--- src/rtl/dice_pkg.sv ---
// Shared widths, default seeds, LFSR taps and the LFSR-to-dice mapping
// used by the dual-dice random source.
package dice_pkg;

  localparam int LFSR_W = 16;
  localparam int DICE_W = 4;

  localparam logic [LFSR_W-1:0] DEFAULT_SEED1 = 16'hACE1;
  localparam logic [LFSR_W-1:0] DEFAULT_SEED2 = 16'h1D87;

  localparam int TAP_A = 15;
  localparam int TAP_B = 13;
  localparam int TAP_C = 12;
  localparam int TAP_D = 10;

  function automatic logic [LFSR_W-1:0] lfsr_next(input logic [LFSR_W-1:0] l);
    logic fb;
    fb = l[TAP_A] ^ l[TAP_B] ^ l[TAP_C] ^ l[TAP_D];
    return {l[LFSR_W-2:0], fb};
  endfunction

  // Nibbles 10..15 fold down onto 4..9 so every value stays a legal digit.
  function automatic logic [DICE_W-1:0] dice_map(input logic [LFSR_W-1:0] l);
    logic [DICE_W-1:0] n;
    n = l[DICE_W-1:0];
    if (n <= 4'd9) return n;
    else return n - 4'd6;
  endfunction

endpackage

--- src/rtl/dice_lfsr.sv ---
// One free-running LFSR generator plus its roll-capture dice register.
module dice_lfsr
  import dice_pkg::*;
#(
  parameter logic [LFSR_W-1:0] SEED = DEFAULT_SEED1
) (
  input  logic              clk,
  input  logic              rst,
  input  logic              roll,
  input  logic              finish,
  output logic [DICE_W-1:0] dice
);

  logic [LFSR_W-1:0] lfsr;

  // The all-zero state is a lock-up for this LFSR, so it reloads the seed.
  // The dice capture uses the pre-step LFSR value and is blocked by finish.
  always_ff @(posedge clk) begin
    if (rst) begin
      lfsr <= SEED;
      dice <= '0;
    end else begin
      if (lfsr == '0) lfsr <= SEED;
      else            lfsr <= lfsr_next(lfsr);
      if (!finish && roll) dice <= dice_map(lfsr);
    end
  end

endmodule

--- src/rtl/dice_rng_core.sv ---
// Dual-dice random source with a synchronised, debounced player key that
// produces one-cycle press/release pulses.
module dice_rng_core
  import dice_pkg::*;
#(
  parameter logic [LFSR_W-1:0] SEED1           = DEFAULT_SEED1,
  parameter logic [LFSR_W-1:0] SEED2           = DEFAULT_SEED2,
  parameter int                DEBOUNCE_CYCLES = 20
) (
  input  logic              clk,
  input  logic              rst,
  input  logic              roll1,
  input  logic              roll2,
  input  logic              finish,
  input  logic              key_in,
  output logic [DICE_W-1:0] dice1,
  output logic [DICE_W-1:0] dice2,
  output logic              key_pressed,
  output logic              key_released
);

  localparam int CNT_W = $clog2(DEBOUNCE_CYCLES) + 1;

  dice_lfsr #(.SEED(SEED1)) u_gen1 (
    .clk    (clk),
    .rst    (rst),
    .roll   (roll1),
    .finish (finish),
    .dice   (dice1)
  );

  dice_lfsr #(.SEED(SEED2)) u_gen2 (
    .clk    (clk),
    .rst    (rst),
    .roll   (roll2),
    .finish (finish),
    .dice   (dice2)
  );

  logic             key_meta;
  logic             ks;
  logic             stable;
  logic [CNT_W-1:0] cnt;

  // A level change is accepted only after it has persisted for the whole
  // debounce window; any return to the stable level restarts the count.
  always_ff @(posedge clk) begin
    if (rst) begin
      key_meta     <= 1'b0;
      ks           <= 1'b0;
      stable       <= 1'b0;
      cnt          <= '0;
      key_pressed  <= 1'b0;
      key_released <= 1'b0;
    end else begin
      key_meta     <= key_in;
      ks           <= key_meta;
      key_pressed  <= 1'b0;
      key_released <= 1'b0;
      if (ks == stable) begin
        cnt <= '0;
      end else if (cnt == CNT_W'(DEBOUNCE_CYCLES - 1)) begin
        stable       <= ks;
        cnt          <= '0;
        key_pressed  <= ks;
        key_released <= ~ks;
      end else begin
        cnt <= cnt + 1'b1;
      end
    end
  end

endmodule

--- config.mk ---
export PLATFORM = sky130hd
export DESIGN_NAME = dice_rng_core
export DESIGN_NICKNAME = d
export VERILOG_FILES = /design/src/rtl/dice_pkg.sv /design/src/rtl/dice_lfsr.sv /design/src/rtl/dice_rng_core.sv
export SDC_FILE = /design/constraint.sdc
export NUM_CORES = 1
export LEC_CHECK = 0
export CORE_MARGIN = 5
export CORE_UTILIZATION = 60
export CTS_CLUSTER_SIZE = 30
export DETAILED_ROUTE_END_ITERATION = 8
export PLACE_DENSITY = 0.83
export SETUP_SLACK_MARGIN = 0.1
export SLEW_MARGIN = 10
export SYNTH_ARGS = -nofsm -noshare
export SYNTH_HDL_FRONTEND = slang
export SYNTH_SLANG_ARGS = --single-unit
--- constraint.sdc ---
create_clock -name clk -period 3.3 [get_ports clk]
set_clock_uncertainty 0.05 [all_clocks]
set_input_delay 0.495 -clock clk [delete_from_list [all_inputs] [get_ports clk]]
set_output_delay 0.495 -clock clk [all_outputs]
set_load 0.05 [all_outputs]
Word-level counts from Yosys, hierarchy flattened
Index checks and enable logic that the tools add are counted.
Storage, ports and cells
  flip-flop bits (word level): 51
  input port bits: 6
  output and inout bits: 10
Cells by class
  $add $sub $neg: 3
  order comparisons: 2
  equal/unequal tests: 2
  muxes and demuxes: 2
  bitwise gates (word level): 9
  reductions and logical operators: 10
Operators by type and width (count)
  $logic_not 16->1: 2
  $le 4x4->1 const B: 2
  $mux 4: 2
  $sub 4x3->4 const B: 2
  $add 6x1->6 const B: 1
  $eq 6x5->1 const B: 1
  $reduce_or 3->1: 2
  $xor 1x1->1: 6
  $reduce_or 2->1: 2
  $not 1->1: 3
  $logic_and 1x1->1: 2
  $reduce_and 2->1: 1
  $eq 1x1->1: 1
  $logic_not 1->1: 1

Depth between registers and ports, before layout
  depth after elaboration: 3
  mapped depth: 4
  gate-level depth less buffers: 4

Hierarchy
Synthesis repeated with hierarchy kept, for this count alone.
Second synthesis, totals
  cells, all modules: 170
  area total of the unflattened synthesis: 1773.0 sq um
Modules (own cells, without submodules)
  dice_lfsr: instances 2, cells an instance 65, area an instance 683.2 sq um
  dice_rng_core: instances 1, cells an instance 40, area an instance 406.6 sq um

Worst setup path before layout
No wires, ideal clock.
  path kind: register to register
  start point: register cnt[0]
  end point: register stable
  setup time: 0.070 ns
  data arrival time: 1.159 ns
  required time: 3.180 ns
  path slack: 2.020 ns
  stages on the path, launching flop included: 5
  buffers on the path: 0
  clock period less this slack: 1.280 ns
  cell sequence: dfxtp_1 -> ha_1 -> nand4bb_4 -> or3b_1 -> a21oi_1
Between the ends
  word-level cells in the longest chain between the ends: 2
Ends and longest elaborated chain
  start: declaration: RTL line dice_rng_core.sv:43  | logic [CNT_W-1:0] cnt;
  start signal: assignment: RTL line dice_rng_core.sv:68  | cnt <= cnt + 1'b1;
  $eq 6x5->1: RTL line dice_rng_core.sv:62  | end else if (cnt == CNT_W'(DEBOUNCE_CYCLES - 1)) begin
  $reduce_and 2->1 (no source line)
  end signal: assignment: RTL line dice_rng_core.sv:63  | stable <= ks;
  end: declaration: RTL line dice_rng_core.sv:42  | logic stable;
Every way passes these cells.
A chain may end at the register's enable or synchronous reset.

Final worst setup path
  start point: register u_gen1.dice[1]
  end point: output dice1[1]
RTL lines
  start: declaration: RTL line dice_lfsr.sv:11  | output logic [DICE_W-1:0] dice
  start signal: assignment: RTL line dice_lfsr.sv:25  | if (!finish && roll) dice <= dice_map(lfsr);
  end: declaration: RTL line dice_rng_core.sv:16  | output logic [DICE_W-1:0] dice1,
No word-level cell between the ends.

==> impl_metrics.env <==
export IMPL_drv_cap=0
export IMPL_dieArea_mm2=0.00436
export IMPL_switching_share_pct=25.1
export IMPL_totalWireLength_mm=3.03
export IMPL_ys_seq_area_share_pct=54.2
export IMPL_cp_end_kind="output pin"
export IMPL_drcViolationCount=0
export IMPL_finalCritPeriodShare_pct=63.1
export IMPL_async_flop_share_pct=0
export IMPL_start_util_pct=62.2
export IMPL_crit_fanout=2
export IMPL_drtIter0Drc=83
export IMPL_yosysUniqueCellTypes=33
export IMPL_cts_buffers=5
export IMPL_crit_family="buffers and inverters"
export IMPL_cts_tree="done"
export IMPL_design_area_mm2=0.00214
export IMPL_cp_start_kind="flop"
export IMPL_synth_most_common_cell="dfxtp_1"
export IMPL_grt_start_max_net_pins=27
export IMPL_rsz0062_at_grt="no"
export IMPL_grt_pass1_vias=1153
export IMPL_setup_tns_final_ns=0
export IMPL_fin_crit_ns=2.08
export IMPL_cp_data_arrival_time_ns=1.54
export IMPL_nNetsFinal=197
export IMPL_wl_per_cell_um=13.0
export IMPL_fin_hold_ws_ns=0.411
export IMPL_critPathKind="reg2out"
export IMPL_hold_viol=0
export IMPL_powerDensity_mw_per_mm2=513
export IMPL_syn_inst=169
export IMPL_cpPeakStageDelay_ns=0.81
export IMPL_tightestPinTransition_ns=0.500
export IMPL_yosysTopAreaCell="dfxtp_1"
export IMPL_viasPerCell=5.18
export IMPL_netlist_area_leader_share_pct=54.2
export IMPL_ctsRootBufferMaster="clkbuf_4"
export IMPL_die_w_um=66.0
export IMPL_hold_class="reg2reg"
export IMPL_startpoint="u_gen1.dice[1]$_SDFFE_PP0P_"
export IMPL_core_area_mm2=0.00303
export IMPL_die_y_um=66.0
export IMPL_crit_buf_inv=1
export IMPL_cts_hold_buffers=0
export IMPL_antenna_cells=0
export IMPL_drive_above_1_share_pct=11.6
export IMPL_finalPower_uw=1100
export IMPL_max_freq_mhz=480
export IMPL_clkLatencyLatePin_ns=0.36
export IMPL_timing_slew_headroom_pct=66.5
export IMPL_internal_power_uw=823
export IMPL_combPwrFrac_pct=9.6
export IMPL_ant_nets=0
export IMPL_netlist_top_cells_count="dfxtp_1, nand2b_1, nor2b_1"
export IMPL_syn_area_per_cell_um2=11.1
export IMPL_netlist_area_mm2=0.00188
export IMPL_p_switching_uw=276
export IMPL_antenna_found_initial=0
export IMPL_synth_seq_cells=51
export IMPL_cts_setup_buffers=0
export IMPL_cts_resized=0
export IMPL_io_pins=16
export IMPL_synth_fp_nets=178
export IMPL_final_util_pct=70.8
export IMPL_htreeDepth=2
export IMPL_crit_path_cell_trace="clkdlybuf4s50_1"
export IMPL_synth_edf_count=0
export IMPL_ys_warn_count=0
export IMPL_core_rowCount=20
export IMPL_io_buffers=15
export IMPL_grt_pass1_wl_mm=5.28
export IMPL_slew_violations=0
export IMPL_status="complete, no violations"
export IMPL_dp_hpwl_mm=2.17
export IMPL_setup_viol=0
export IMPL_cts_sinks=51
export IMPL_place_congestion=0.828
export IMPL_syn2layout_area_growth_pct=13.9
export IMPL_postPlaceCellArea_mm2=0.00207
export IMPL_ys_flop_type="dfxtp_1"
export IMPL_r2r_start="cnt[0]$_SDFF_PP0_"
export IMPL_grt_overflow_total=0
export IMPL_synthTopCellsByArea="dfxtp_1, nand2b_1, nor2b_1"
export IMPL_crit_slowest_cell="clkdlybuf4s50_1"
export IMPL_p_leak_uw=0.000746
export IMPL_path_clk_slew_ns=0.14
export IMPL_cp_required_ns=2.75
export IMPL_seqPwrFrac_pct=62.1
export IMPL_dr_pass1_iters=4
export IMPL_num_vias=1207
export IMPL_ir_worst_vdd_uv=357
export IMPL_p_clk_share_pct=28.3
export IMPL_grt_use_total_pct=16.1
export IMPL_min_delay_start="key_meta$_SDFF_PP0_"
export IMPL_cts_path_max_buffers=2
[kinds of logic after synthesis]
| group | share of synthesized area (%) |
|---|---|
| buf+inv | 2.06 |
| mux | 0.598 |
| xor+xnor | 4.65 |
| simple gates | 27.4 |
| fa+ha+maj | 1.99 |
| compound gates | 9.10 |
| flops | 54.2 |
[cell type report]
cell class              count  area, um^2
fillers                   233         883
multi-input cells         110         823
flip-flops and latches     51        1020
well taps                  44        55.1
clock inverters             1        7.51
inverters                   4        15.0
clock buffers               7        65.1
repair buffers             16         158
[metal layers]
layer / vias to the layer above / share of wire, % / GRT usage, %
met2: 25 / 46 / 26.2
met1: 563 / 48 / 19.9
li1: 614 / - / -
met3: 5 / 5.0 / 4.42
met4: 0 / 1.9 / 6.85
met5: - / 0 / 0
[final timing paths]
| path | to | slack [ns] | depth (start not counted) |
|---|---|---|---|
| worst min-delay path | ks$_SDFF_PP0_ | 0.41 | 1 |
| worst min register to register | ks$_SDFF_PP0_ | 0.41 | 1 |
| worst max register to register | cnt[2]$_SDFF_PP0_ | 1.87 | 4 |
| worst max-delay path | dice1[1] | 1.22 | 1 |
[sequential cells by signal, indices dropped and copies added (netlist names)]
register      flops
u_gen1.dice       4
ks                1
u_gen2.dice       4
key_meta          1
key_pressed       1
u_gen2.lfsr      16
key_released      1
u_gen1.lfsr      16
stable            1
cnt               6
[power groups by stage]
stage          Sequential, uW  Combinational, uW  Clock (uW)
6_report                  683                106         311
5_1_grt                   689                115         357
4_1_cts                   683                107         318
3_5_place_dp              696                107           0
3_3_place_gp              694                103           0
2_1_floorplan             708               60.9           0
[stage by stage]
stage | setup slack [ns] | cells
2_1_floorplan | 2.02 | 169
3_3_place_gp | 1.55 | 225
3_5_place_dp | 1.53 | 225
4_1_cts | 1.20 | 233
5_1_grt | 1.14 | 233
6_report | 1.22 | 233
[layout by cell type (no fill, tap or decap), drive strengths merged]
cell / count
or3: 1
and2: 4
inv: 3
mux2: 1
or3b: 1
clkdlybuf4s50: 15
a211o: 2
dfxtp: 51
nor2b: 16
nor4b: 1
nand4bb: 1
nand3: 2
nand2: 13
nor4: 9
xnor2: 3
xor2: 7
buf: 1
a311oi: 1
a41oi: 2
nand3b: 1
ha: 3
nand2b: 17
clkinvlp: 1
clkbuf: 7
a21oi: 10
o211ai: 3
o21ai: 2
nor2: 9
clkinv: 1
a211oi: 1
Note: power is estimated with default switching activity, not from simulation.
